<file path="src/rtl/seq_shift_unit.sv">
// seq_shift_unit: multi-cycle SLL/SRL/SRA by a variable amount, plus sign-extend-imm-and-shift-left-2 (SEXT2).
// Latency: L = ceil(shamt/STEP)+1 edges from accept to done (SEXT2 uses shamt=2); one op accepted every L+2 edges.
// Backpressure: start is only sampled in IDLE; starts seen while busy are dropped. Build option SEQ_SHIFT_FAST_EN gives STEP=4, otherwise STEP=1.
module seq_shift_unit #(
    parameter int WIDTH   = 32,
    parameter int IMM_W   = 16,
    parameter int SHAMT_W = 5
) (
    input  logic               clk,
    input  logic               rst_n,
    input  logic               start,
    input  logic [1:0]         op,
    input  logic [WIDTH-1:0]   operand,
    input  logic [IMM_W-1:0]   imm,
    input  logic [SHAMT_W-1:0] shamt,
    output logic               busy,
    output logic               done,
    output logic [WIDTH-1:0]   result
);

    typedef enum logic [1:0] {
        OP_SLL   = 2'b00,
        OP_SRL   = 2'b01,
        OP_SRA   = 2'b10,
        OP_SEXT2 = 2'b11
    } op_e;

    typedef enum logic [1:0] {
        ST_IDLE  = 2'b00,
        ST_SHIFT = 2'b01,
        ST_DONE  = 2'b10
    } state_e;

    state_e             r_state;
    state_e             w_state_nxt;
    op_e                r_op;
    logic [WIDTH-1:0]   r_acc;
    logic [SHAMT_W-1:0] r_cnt;
    logic [WIDTH-1:0]   r_result;

    logic               w_accept;
    logic               w_cnt_zero;
    logic [SHAMT_W-1:0] w_step;
    logic [WIDTH-1:0]   w_shifted;
    logic [WIDTH-1:0]   w_imm_sext;
    logic [WIDTH-1:0]   w_acc_init;
    logic [SHAMT_W-1:0] w_cnt_init;

    assign w_accept   = (r_state == ST_IDLE) && start;
    assign w_cnt_zero = (r_cnt == '0);

    // Immediate widened by replicating its top bit.
    assign w_imm_sext = {{(WIDTH-IMM_W){imm[IMM_W-1]}}, imm};

    // SEXT2 ignores operand/shamt entirely and always shifts by two.
    assign w_acc_init = (op_e'(op) == OP_SEXT2) ? w_imm_sext : operand;
    assign w_cnt_init = (op_e'(op) == OP_SEXT2) ? SHAMT_W'(2) : shamt;

`ifdef SEQ_SHIFT_FAST_EN
    // Up to four bit positions per cycle; the last step takes whatever remains.
    localparam int STEP = 4;
    localparam logic [SHAMT_W-1:0] STEP_V = SHAMT_W'(STEP);
    assign w_step = (r_cnt > STEP_V) ? STEP_V : r_cnt;
`else
    // One bit position per cycle; only used while the count is non-zero.
    assign w_step = SHAMT_W'(1);
`endif

    // One shift step of the accumulator; SRA replicates the current MSB, which equals the original sign.
    always_comb begin
        w_shifted = r_acc;
        case (r_op)
            OP_SLL,
            OP_SEXT2: w_shifted = r_acc << w_step;
            OP_SRL:   w_shifted = r_acc >> w_step;
            OP_SRA:   w_shifted = $unsigned($signed(r_acc) >>> w_step);
            default:  w_shifted = r_acc;
        endcase
    end

    // State register.
    always_ff @(posedge clk or negedge rst_n) begin
        if (!rst_n) begin
            r_state <= ST_IDLE;
        end else begin
            r_state <= w_state_nxt;
        end
    end

    // Next-state: shift until the count drains, report for one cycle, then return to idle.
    always_comb begin
        w_state_nxt = r_state;
        case (r_state)
            ST_IDLE:  if (start) w_state_nxt = ST_SHIFT;
            ST_SHIFT: if (w_cnt_zero) w_state_nxt = ST_DONE;
            ST_DONE:  w_state_nxt = ST_IDLE;
            default:  w_state_nxt = ST_IDLE;
        endcase
    end

    // Datapath: load on accept, step while counting, publish result when the count is exhausted.
    always_ff @(posedge clk or negedge rst_n) begin
        if (!rst_n) begin
            r_op     <= OP_SLL;
            r_acc    <= '0;
            r_cnt    <= '0;
            r_result <= '0;
        end else if (w_accept) begin
            r_op  <= op_e'(op);
            r_acc <= w_acc_init;
            r_cnt <= w_cnt_init;
        end else if (r_state == ST_SHIFT) begin
            if (w_cnt_zero) begin
                r_result <= r_acc;
            end else begin
                r_acc <= w_shifted;
                r_cnt <= r_cnt - w_step;
            end
        end
    end

    assign busy   = (r_state != ST_IDLE);
    assign done   = (r_state == ST_DONE);
    assign result = r_result;

endmodule

</file>
<file path="config.mk">
export PLATFORM = sky130hd
export DESIGN_NAME = seq_shift_unit
export DESIGN_NICKNAME = d
export VERILOG_FILES = /design/src/rtl/seq_shift_unit.sv
export SDC_FILE = /design/constraint.sdc
export NUM_CORES = 1
export LEC_CHECK = 0
export ABC_AREA = 1
export BUFFER_PORTS_ARGS = -buffer_cell sky130_fd_sc_hd__buf_4
export CORE_ASPECT_RATIO = 1.2
export CORE_MARGIN = 10
export CORE_UTILIZATION = 30
export DETAILED_ROUTE_END_ITERATION = 10
export SYNTH_ARGS = -nofsm -noshare
export SYNTH_HDL_FRONTEND = slang
export SYNTH_SLANG_ARGS = --single-unit
export TNS_END_PERCENT = 100
</file>
<file path="constraint.sdc">
create_clock -name clk -period 2.55 [get_ports clk]
set_clock_uncertainty 0.1 [all_clocks]
set_input_delay 0 -clock clk [delete_from_list [all_inputs] [get_ports clk]]
set_output_delay 0 -clock clk [all_outputs]
set_load 0.05 [all_outputs]
</file>
Yosys cells after proc, flatten, opt, wreduce, memory -nomap -nowiden
Index checks and enable logic that the tools add are counted.
{ "op_classes": {"addsub": 1, "multipliers": 0, "div_mod_pow": 0, "magnitude_cmp": 0, "eq_ne": 10, "shifts": 0, "muxes": 12, "n_bitwise": 1, "n_reduce_logical": 11} }
{ "ops": {"columns": ["op", "n"], "rows": [
  ["$mux 32", 4],
  ["$pmux 32 s3", 1],
  ["$mux 5", 4],
  ["$eq 2x2->1 const B", 4],
  ["$ne 2x2->1 const B", 4],
  ["$reduce_and 3->1", 2],
  ["$logic_not 5->1", 1],
  ["$sub 5x1->5 const B", 1],
  ["$eq 2x1->1 const B", 2],
  ["$logic_not 2->1", 2],
  ["$mux 2", 2],
  ["$pmux 2 s2", 1],
  ["$reduce_and 2->1", 2],
  ["$reduce_bool 2->1", 2],
  ["$reduce_or 2->1", 1],
  ["$logic_and 1x1->1", 1],
  ["$not 1->1", 1]
]} }
{ "word_totals": {"ff_bits": 73, "latchBits": 0, "mem_bits_rw": 0, "rom_bits": 0, "in_bits": 58, "out_inout_bits": 34, "elab_cells": 41, "n_memories": 0} }

Logic depth before layout (Yosys ltp)
{ "depth": {"ltp_word": 6, "depth_mapped": 11, "ltp_nobuf": 10} }

Worst setup path after synthesis
OpenSTA, ideal clock, no wires.
{ "synth_timing": {"path_type": "register to register", "from": "reg r_op[0]", "to": "reg r_acc[2]", "setup_ns": 0.116, "arrival_time_ns": 1.305, "slack_ns": 1.029, "path_stages_with_launch": 10, "synth_period_minus_slack_ns": 1.521, "path_cell_list": "dfrtp_1 -> inv_1 -> ha_1 -> buf_2 -> clkbuf_1 -> nand2_1 -> nand3_1 -> nand2_1 -> nand2_1 -> nand2_1"} }
{ "synth_via": {"elab_chain_len": 6} }
{ "synth_rtl": {"columns": ["element", "line_no", "rtl"], "rows": [
  ["start: declaration", "36", "op_e r_op;"],
  ["start signal: assignment", "109", "r_op <= op_e'(op);"],
  ["$eq 2x2->1 / $logic_not 2->1 (equally long branches)", "72", "case (r_op)"],
  ["$reduce_or 2->1", "72", null],
  ["$pmux 32 s3 (*)", "72", null],
  ["$mux 32 (*)", "113", "if (w_cnt_zero) begin"],
  ["$mux 32 (*)", "112", "end else if (r_state == ST_SHIFT) begin"],
  ["$mux 32 (*)", "108", "end else if (w_accept) begin"],
  ["end signal: assignment", "110", "r_acc <= w_acc_init;"],
  ["end signal: assignment", "116", "r_acc <= w_shifted;"],
  ["end: declaration", "37", "logic [WIDTH-1:0] r_acc;"]
]} }
Every way passes the cells marked *; elsewhere a longest branch is shown, timed or not. The select of a mux whose other input is x is not followed.
A chain may end at the register's enable or synchronous reset.

Worst setup path after layout
{ "layout_timing": {"from": "reg r_state[1]", "to": "reg r_acc[2]"} }
{ "layout_via": {"elab_chain_len": 4} }
{ "layout_rtl": {"columns": ["element", "line_no", "rtl"], "rows": [
  ["start: declaration", "34", "state_e r_state;"],
  ["start signal: assignment", "86", "r_state <= w_state_nxt;"],
  ["$logic_not 2->1", "49", "assign w_accept = (r_state == ST_IDLE) && start;"],
  ["$logic_and 1x1->1", "49", null],
  ["$ne 2x2->1 (no line) / $reduce_bool 2->1 (equally long branches)", null, null],
  ["$reduce_and 2->1 (no line)", null, null]
]} }
Parallel ways exist; a longest one is shown, timed or not.

==> run_summary.xml <==
<?xml version="1.0" encoding="UTF-8"?>
<metrics>
  <group name="run_status">
    <metric name="outcome" unit="">finished, final reports clean</metric>
  </group>
  <group name="logic_synthesis">
    <metric name="netlist_instances" unit="">609</metric>
    <metric name="synth_top_family_by_area" unit="">simple AND/OR/NAND/NOR gates</metric>
    <metric name="most_frequently_used_flop_master_after_synthesis" unit="">dfrtp_1</metric>
    <metric name="syn-cell-area" unit="sq um">4190</metric>
    <metric name="synth_compound_gate_area_share" unit="%">2.21</metric>
    <metric name="synth_edf_count" unit="">0</metric>
    <metric name="post_synth_main_area_contributors" unit="">dfrtp_1 (44%), nand2_1 (26%), nand3_1 (15%)</metric>
    <metric name="post_synth_num_cell_types" unit="">21</metric>
    <metric name="synthMuxAreaShare" unit="%">0</metric>
    <metric name="yosysWarnings" unit="">0</metric>
    <metric name="synth_top_area_share" unit="%">43.6</metric>
    <metric name="synthMostInstantiatedCell" unit="">nand2_1</metric>
    <metric name="synth_area_per_cell" unit="sq um">6.87</metric>
    <metric name="post_synth_fa_ha_maj_area_fraction" unit="%">0.897</metric>
    <metric name="ys_async_sr_fraction" unit="%">100</metric>
    <metric name="syn-num-nets" unit="">670</metric>
    <metric name="synth_area_leader_cell" unit="">dfrtp_1</metric>
    <metric name="post_synth_and_or_nand_nor_area_fraction" unit="%">43.9</metric>
    <metric name="register_bit_count_reported_by_yosys" unit="">73</metric>
    <metric name="synth_xor_xnor_area_share" unit="%">0</metric>
    <metric name="ys_seq_area_share" unit="%">43.6</metric>
    <metric name="ys_top_cells_by_count" unit="">nand2_1 (291), nand3_1 (126), dfrtp_1 (73)</metric>
  </group>
  <group name="global_route">
    <metric name="track_usage" unit="%">13.4</metric>
    <metric name="global_route_wire_length_before_repair" unit="um">20900</metric>
    <metric name="grt-ovfl-total" unit="">0</metric>
    <metric name="antenna_violations_before_repair" unit="">0</metric>
    <metric name="vias_in_the_first_global_route" unit="">4201</metric>
    <metric name="maximum_number_of_pins_on_one_net_before_global_route_repair" unit="">74</metric>
  </group>
  <group name="cells_and_area">
    <metric name="final_net_count" unit="">792</metric>
    <metric name="area.sequential" unit="sq um">1830</metric>
    <metric name="postLayoutCoreUtil" unit="%">41.4</metric>
    <metric name="multi_input_comb_area" unit="sq um">1970</metric>
    <metric name="flow.area_growth_from_synthesis" unit="%">36.0</metric>
    <metric name="antenna_cells" unit="">0</metric>
    <metric name="fillers" unit="">1452</metric>
    <metric name="layout-drive-gt1-share" unit="%">17.9</metric>
  </group>
  <group name="clock_network">
    <metric name="clkSinkCount" unit="">73</metric>
    <metric name="cts_inserted_buffers" unit="">9</metric>
    <metric name="tritoncts" unit="">yes</metric>
    <metric name="cts_htree_levels" unit="">3</metric>
    <metric name="clk_pin_slew" unit="ns">0.06</metric>
    <metric name="clock_insertion_delay_worst_skew" unit="ns">0.34</metric>
    <metric name="cts_post_setup_buffers_inserted" unit="">0</metric>
    <metric name="cts-root-to-sink-buffers" unit="">2</metric>
    <metric name="cts-root-buf" unit="">clkbuf_16</metric>
  </group>
  <group name="critical_path">
    <metric name="endpoint_type_of_the_worst_setup_path" unit="">register</metric>
    <metric name="criticalPathCategory" unit="">register to register</metric>
    <metric name="cp_data_required_time" unit="ns">2.72</metric>
    <metric name="critical_path.most_common_cell" unit="">nand2_1</metric>
    <metric name="critical_path.max_stage_delay" unit="ns">0.55</metric>
    <metric name="startpoint_type" unit="">register</metric>
    <metric name="crit_path_max_fo" unit="">26</metric>
    <metric name="arrival" unit="ns">2.28</metric>
    <metric name="cpMaxStageDelayCell" unit="">dlygate4sd3_1</metric>
    <metric name="crit_path_cell_trace" unit="">inv_2 -&gt; nand3_4 -&gt; inv_1 -&gt; buf_4 -&gt; nand3_1 -&gt; dlygate4sd3_1 -&gt; nand2_1 -&gt; nand2_1 -&gt; nand2_1</metric>
  </group>
  <group name="power_and_ir_drop">
    <metric name="p_per_area" unit="nW/um^2">1360</metric>
    <metric name="fin_total_pwr" unit="uW">7760</metric>
    <metric name="power_leakage" unit="uW">0.00308</metric>
    <metric name="vdd_ir_drop_max" unit="mV">0.660</metric>
  </group>
  <group name="timing">
    <metric name="setup_viol_count_final" unit="">0</metric>
    <metric name="hold_violations" unit="">0</metric>
    <metric name="worst_pin_slew" unit="ns">0.955</metric>
    <metric name="final_period_utilization" unit="%">82.8</metric>
    <metric name="grt_setup_unrepaired" unit="">false</metric>
    <metric name="worst_slew_margin_rel" unit="%">36.3</metric>
    <metric name="final_period_minus_worst_setup_slack" unit="ns">2.11</metric>
    <metric name="total_negative_slack_for_setup_checks" unit="ns">0</metric>
    <metric name="final-max-slew-violation-count" unit="">0</metric>
    <metric name="achievable-frequency" unit="GHz">0.474</metric>
  </group>
  <group name="die">
    <metric name="fp.dieArea" unit="sq um">19100</metric>
    <metric name="io_pins" unit="">92</metric>
    <metric name="die-height" unit="um">149</metric>
    <metric name="floorplan.core_area" unit="sq um">13800</metric>
    <metric name="floorplan.initialDensity" unit="%">30.4</metric>
    <metric name="placement_rows" unit="">47</metric>
    <metric name="floorplan.die.width" unit="um">128</metric>
  </group>
  <group name="detailed_routing">
    <metric name="route.final.wire_length" unit="um">12600</metric>
    <metric name="drt-initial-drc-count" unit="">297</metric>
    <metric name="detail-route-antenna-nets" unit="">0</metric>
    <metric name="firstDrtPassIters" unit="">5</metric>
    <metric name="vias_per_cell" unit="">4.63</metric>
    <metric name="routedWlPerCell" unit="um">13.9</metric>
    <metric name="dr_total_vias" unit="">4203</metric>
    <metric name="drcViolationCount" unit="">0</metric>
  </group>
  <group name="place">
    <metric name="globalplace.congestion" unit="">0.814</metric>
    <metric name="buffer_ports.inserted" unit="">91</metric>
    <metric name="dp.final_hpwl" unit="um">8540</metric>
  </group>
  <group name="worst_hold_path">
    <metric name="hold_class" unit="">input pin to register</metric>
  </group>
  <group name="job">
    <metric name="maxCapViolCount" unit="">0</metric>
  </group>
</metrics>
-- power breakdown --
group | internal [uW] | switching [uW] | total [uW]
sequential | 1700 | 411 | 2110
combinational | 1450 | 3010 | 4460
clock | 710 | 490 | 1200
total | 3860 | 3910 | 7760
-- cell type report --
| cell class | instances | area share (%) |
|---|---|---|
| Multi-Input combinational cell | 453 | 34.6 |
| Inverter | 45 | 2.97 |
| Clock buffer | 12 | 4.51 |
| Timing Repair Buffer | 149 | 21.6 |
| Clock inverter | 4 | 0.484 |
| Sequential cell | 73 | 32.1 |
| Tap cell | 171 | 3.76 |
-- flip-flops by register name (all words and copies together) (netlist names) --
name and count:
r_cnt 5, result 32, r_op 2, r_acc 32
r_state 2
-- kinds of logic (layout without fill, tap and decap cells) --
logic type      count (synthesis)  in the layout
flops                          73             73
buf+inv                        83            210
fa+ha+maj                       3              3
compound gates                 18             18
simple gates                  432            432
-- layout by cell type, fill, tap and decap left out, drive strengths merged --
master and count:
clkbuf 12, o21ai 17, nand3b 1, clkinvlp 3
nor2 9, dfrtp 73, buf 104, o211ai 1
nand2 294, clkinv 1, nand4 1, dlygate4sd3 45
ha 3, nand3 127, inv 45
-- what timing repair did --
| item | CTS | global route |
|---|---|---|
| setup endpoints to repair | 0 | 0 |
| resized for setup | 0 | 0 |
| endpoints found under the hold margin | 107 | 0 |
| hold buffers | 45 | 0 |
-- worst max-delay path: cells and delay by family (launching register included) --
kind                   cells  cell delay, ns
buffers and inverters      4            1.02
DFF                        1            0.37
and+or+nand+nor            5            0.54
-- path summary, 6_finish.rpt --
check | from | endpoint | slack [ns] | depth (start not counted)
max in group asynchronous | rst_n | r_state[0]$_DFFE_PN0P_ | 1.47 | 2
setup reg to reg | r_state[1]$_DFFE_PN0P_ | r_acc[2]$_DFFE_PN0P_ | 0.44 | 9
min in group asynchronous | rst_n | result[3]$_DFFE_PN0P_ | 0.24 | 2
setup / recovery | r_state[1]$_DFFE_PN0P_ | r_acc[2]$_DFFE_PN0P_ | 0.44 | 9
hold reg to reg | result[29]$_DFFE_PN0P_ | result[29]$_DFFE_PN0P_ | 0.38 | 2
hold / removal | imm[14] | r_acc[14]$_DFFE_PN0P_ | 0.02 | 7
-- per-stage QoR --
stage	instance area (sq um)	instances	hold slack (ns)	setup slack [ns]
detailed placement	4960	846	0.115	0.573
global route	5690	907	0.0553	0.260
finish	5690	907	0.0189	0.439
floorplan	4190	609	-0.396	1.03
global placement	4960	846	0.112	0.646
CTS	5690	907	0.000446	0.416
-- layer usage --
layer | global-route usage [%] | wire length (um) | up-vias
met4 | 5.81 | 323 | 0
li1 | - | - | 2155
met5 | 0 | 0 | -
met3 | 3.34 | 690 | 19
met1 | 16.2 | 5470 | 1898
met2 | 22.1 | 6100 | 131
(Power assumes the default switching activity.)
